## src/rtl/iter_log2_pkg.sv

```systemverilog
// Shared types and default widths for the iterative log2/exp2 unit.
// Imported by the unit top.
package iter_log2_pkg;

  typedef enum logic [1:0] {
    IDLE = 2'd0,
    LOG  = 2'd1,
    EXP  = 2'd2,
    DONE = 2'd3
  } state_t;

  localparam int VW_DEF = 32;
  localparam int CW_DEF = 8;

endpackage

```

## src/rtl/iter_log2_exp2_unit.sv

```systemverilog
// Iterative bit-length (LOG) and 1<<N (EXP), one shift per clock.
// Optional macro ITER_LOG2_EXP_CLAMP_EN clamps N to VW at accept.
module iter_log2_exp2_unit
  import iter_log2_pkg::*;
#(
  parameter int VW = VW_DEF,
  parameter int CW = CW_DEF
) (
  input  logic          clk,
  input  logic          rst,
  input  logic          in_valid,
  output logic          in_ready,
  input  logic [VW-1:0] in_value,
  input  logic [CW-1:0] in_shamt,
  output logic          out_valid,
  input  logic          out_ready,
  output logic [CW-1:0] out_log,
  output logic [VW-1:0] out_exp
);

  state_t        state_q;
  logic [VW-1:0] val_q;
  logic [CW-1:0] cnt_q;
  logic [CW-1:0] log_acc_q;
  logic [VW-1:0] exp_acc_q;
  logic          in_ready_q;
  logic          out_valid_q;
  logic [CW-1:0] out_log_q;
  logic [VW-1:0] out_exp_q;
  logic [CW-1:0] cnt_init_d;

  // Shift count loaded at accept; shifts beyond VW change nothing
  always_comb begin
    cnt_init_d = in_shamt;
`ifdef ITER_LOG2_EXP_CLAMP_EN
    if (int'(in_shamt) > VW) begin
      cnt_init_d = CW'(VW);
    end
`else
`endif
  end

  // Control FSM with inlined shifters and registered outputs
  always_ff @(posedge clk or posedge rst) begin
    if (rst) begin
      state_q     <= IDLE;
      val_q       <= '0;
      cnt_q       <= '0;
      log_acc_q   <= '0;
      exp_acc_q   <= '0;
      in_ready_q  <= 1'b1;
      out_valid_q <= 1'b0;
      out_log_q   <= '0;
      out_exp_q   <= '0;
    end else begin
      unique case (state_q)
        IDLE: begin
          if (in_valid) begin
            val_q      <= in_value;
            cnt_q      <= cnt_init_d;
            log_acc_q  <= '0;
            exp_acc_q  <= VW'(1);
            in_ready_q <= 1'b0;
            state_q    <= LOG;
          end
        end
        LOG: begin
          if (val_q != '0) begin
            val_q     <= val_q >> 1;
            log_acc_q <= log_acc_q + CW'(1);
          end else begin
            state_q <= EXP;
          end
        end
        EXP: begin
          if (cnt_q != '0) begin
            exp_acc_q <= {exp_acc_q[VW-2:0], 1'b0};
            cnt_q     <= cnt_q - CW'(1);
          end else begin
            state_q     <= DONE;
            out_valid_q <= 1'b1;
            out_log_q   <= log_acc_q;
            out_exp_q   <= exp_acc_q;
          end
        end
        DONE: begin
          if (out_ready) begin
            state_q     <= IDLE;
            out_valid_q <= 1'b0;
            in_ready_q  <= 1'b1;
          end
        end
        default: state_q <= IDLE;
      endcase
    end
  end

  assign in_ready  = in_ready_q;
  assign out_valid = out_valid_q;
  assign out_log   = out_log_q;
  assign out_exp   = out_exp_q;

endmodule

```

## config.mk

```make
export PLATFORM = sky130hd
export DESIGN_NAME = iter_log2_exp2_unit
export DESIGN_NICKNAME = d
export VERILOG_FILES = /design/src/rtl/iter_log2_pkg.sv /design/src/rtl/iter_log2_exp2_unit.sv
export SDC_FILE = /design/constraint.sdc
export NUM_CORES = 1
export LEC_CHECK = 0
export ABC_CLOCK_PERIOD_IN_PS = 9630
export CAP_MARGIN = 40
export CORE_ASPECT_RATIO = 1.75
export CORE_MARGIN = 2
export CORE_UTILIZATION = 35
export DETAILED_ROUTE_END_ITERATION = 10
export PLACE_DENSITY_LB_ADDON = 0.3
export SLEW_MARGIN = 25
export SYNTH_ARGS = -nofsm -noshare
export SYNTH_HDL_FRONTEND = slang
export SYNTH_SLANG_ARGS = --single-unit
```

## constraint.sdc

```tcl
create_clock -name clk -period 9.63 [get_ports clk]
set_input_delay 0.963 -clock clk [delete_from_list [all_inputs] [get_ports clk]]
set_output_delay 0.963 -clock clk [all_outputs]
set_load 0.03 [all_outputs]
```

==> results by group <==
Run status
  • Status: complete, no violations

Logic synthesis
  • Ys flop type: dfrtp_1
  • Share of the synthesized area in the top cell type: 56.9%
  • Register area share after synthesis: 57.4%
  • Yosys cell types: 49
  • Top-count cell post-synth: dfrtp_1
  • Mapped cell area: 5410 µm²
  • Ranking of synthesized cells by area: dfrtp_1, mux2_2, a22o_1
  • Synth top cells by count: dfrtp_1, a21oi_1, mux2_2, o21ai_0, a22o_1
  • Post-synth top area cell: dfrtp_1
  • Synth Net Count: 520
  • Yosys warns: 0
  • EDFF count, synth: 0
  • Post-Syn Area per Cell: 11.5 µm²
  • Cells after synthesis: 469
  • Yosys reg bits: about 120
  • Ys async rst share: 100%

Clock tree
  • Clock Latency Late Sink: 410 ps
  • Clock sinks: about 120
  • H-tree levels: 4
  • Setup Fix Bufs, Post-CTS: 0
  • Max clock buf depth: 2
  • Cts bufs inserted: 17
  • Clock transition at path regs: 50 ps
  • Hold buffer count at CTS: 0
  • Root Buffer: clkbuf_16
  • CTS tree: yes
  • Post-CTS resize count: 0

Setup path
  • CP max FO: 46
  • WS Path Type: register to register
  • Data arrival, critical path: 3410 ps
  • CP required: 9910 ps
  • Crit path launch type: register
  • Critical Path Sink Type: register

Route
  • Remaining DRCs: 0
  • Drt pass-1 iters: 5
  • Wire per inst: 16.4 µm
  • Via count: 4096
  • ANT nets after route: 0
  • Vias per cell: 5.51
  • Post-Route WL: 12200 µm
  • Initial DRC count: 176

STA
  • RSZ-0062 raised after global routing: no
  • Clock Skews: 7.51 ps
  • Final hold vios: 0
  • Fmax: 319 MHz
  • Least-Margin Pin Slew: 761 ps
  • Final period utilization: approximately a third
  • Worst rel slew slack: 49.1%
  • Final setup TNS: 0 ps
  • Max-slew violation count: 0
  • Final setup vio count: 0
  • Minimum clock period: 3140 ps
  • Slack of the critical path: 6490 ps

Layout
  • Area of the multi-input gates: about 2100 µm²
  • Fin area: 7010 µm²
  • Fill cells: about 1400
  • P&R area growth vs syn: 29.6%
  • Core Util, Final: 46.0%
  • Ant diodes: 0
  • Nets@finish: 597
  • Share of layout cells above drive strength 1: between 10% and 20%
  • Register area: 3100 µm²

Global routing
  • First-pass GRT wire length: 20600 µm
  • Met3 Track Usage GR: about 3.2%
  • Initial antenna violation count: 0
  • Largest net degree at the start of global routing: 54
  • GR Util All Layers: 15.4%
  • Grt peak-use layer: met2
  • Vias in the first global route: 4066
  • Grt met2 use: 26.0%
  • GR Util met1: 19.2%
  • Grt ovf: 0

Floorplanning
  • I/O Pins: 86
  • Starting Density: 35.5%
  • Die X: 98.0 µm
  • Core area: between 15000 and 20000 µm²
  • Rows: 60
  • Full die area: 16500 µm²
  • Die H: 169 µm

Power and ir drop
  • Internal Power: 1.30 mW
  • Clock Power Share: 33.0%
  • Combinational share of power: about 29%
  • Flop pwr share: 37.7%
  • Psw: 0.725 mW
  • Power Density: 289 nW/µm²
  • Switching Fraction: 35.8%
  • LEAKAGE: between 3 and 4 nW
  • VDD IR-drop max: 128 µV

Placement
  • IO buf count: 85
  • DP Worst Slack: 6260 ps
  • Cell Area, Placed: 6390 µm²
  • Routability Congestion: 0.803
  • Post-DP HPWL: 8050 µm

Job
  • Max-cap violations: 0

Hold path
  • Hold WC Path Type: register to register
[layout by cell type, fill, tap and decap left out, types with 3 or more instances in the layout]
| cell type | count |
|---|---|
| dfrtp_1 | 123 |
| clkdlybuf4s50_1 | 85 |
| a21oi_1 | 39 |
| mux2_2 | 37 |
| o21ai_0 | 34 |
| a22o_1 | 32 |
| nand2_1 | 26 |
| o22ai_1 | 22 |
| nand3_1 | 20 |
| clkbuf_16 | 17 |
| and3_1 | 10 |
| nor2_1 | 10 |
| inv_1 | 9 |
| nor4_1 | 9 |
| nor3_1 | 8 |
| ha_1 | 7 |
| clkinv_4 | 6 |
| mux2_1 | 4 |
| nand4_1 | 4 |
| a211oi_1 | 4 |
| bufinv_16 | 4 |
| buf_4 | 4 |
| o211ai_1 | 3 |
[flip-flops by register name, summed over array words and instances, names as in the netlist, 2 cells and up]
register and cells:
cnt_q 8, exp_acc_q 32, log_acc_q 8, out_exp 32, out_log 8, state_q 2, val_q 32
[layer usage]
| metal | up-vias | part of all wire [%] |
|---|---|---|
| li1 | 1907 | - |
| met1 | 2056 | 42 |
| met2 | 112 | 52 |
| met3 | 21 | 4.1 |
| met4 | 0 | 1.9 |
| met5 | - | 0 |
[final timing paths]
path                        startpoint            to  slack [ps]  cells after the start
min                        out_exp[10]   out_exp[10]         490                      1
min in group asynchronous          rst   out_exp[15]         870                      2
max in group asynchronous          rst     val_q[21]        7510                      4
max reg2reg                 state_q[1]  log_acc_q[3]        6490                      9
max                         state_q[1]  log_acc_q[3]        6490                      9
min reg2reg                out_exp[10]   out_exp[10]         490                      1
[power groups by stage]
| stage | registers [mW] | clock network (mW) | logic (mW) |
|---|---|---|---|
| CTS | 0.760 | 0.683 | 0.596 |
| global placement | 0.761 | 0 | 0.565 |
| floorplan | 0.744 | 0 | 0.462 |
| finish | 0.763 | 0.668 | 0.595 |
| detailed placement | 0.767 | 0 | 0.596 |
| global route | 0.780 | 0.707 | 0.672 |
[area by class of cell]
cell class	instances	share of cell area [%]
clock buffer	17	6.06
clock inverter	14	2.82
inverter	10	0.571
multi-input combinational	303	30.0
sequential	124	44.3
tap	186	3.32
timing repair buffer	90	13.0
[worst max-delay path, stage by stage (launching register included)]
cell	delay [ps]
dfrtp_1	410
inv_1	100
ha_1	150
buf_4	380
inv_1	340
o21ai_2	210
buf_4	390
nand2_1	570
o311ai_0	310
o31ai_1	120
[kinds of logic (layout without fill, tap and decap cells)]
family	count (synthesis)	in the layout	synth area share, %
buffers and inverters	42	131	3.95
and+or+nand+nor	103	103	10.2
DFF	124	124	57.4
muxes	42	42	8.71
AOI/OAI and AO/OA	151	151	18.1
adders and majority gates	7	7	1.62
[per-stage QoR]
step,std cells,hold slack [ps],total power [mW]
after floorplan,469,462,1.21
after global placement,712,473,1.33
after detailed placement,713,481,1.36
after CTS,744,494,2.04
after global routing,744,507,2.16
final,744,487,2.03
Power figures use the tool's default switching activity.
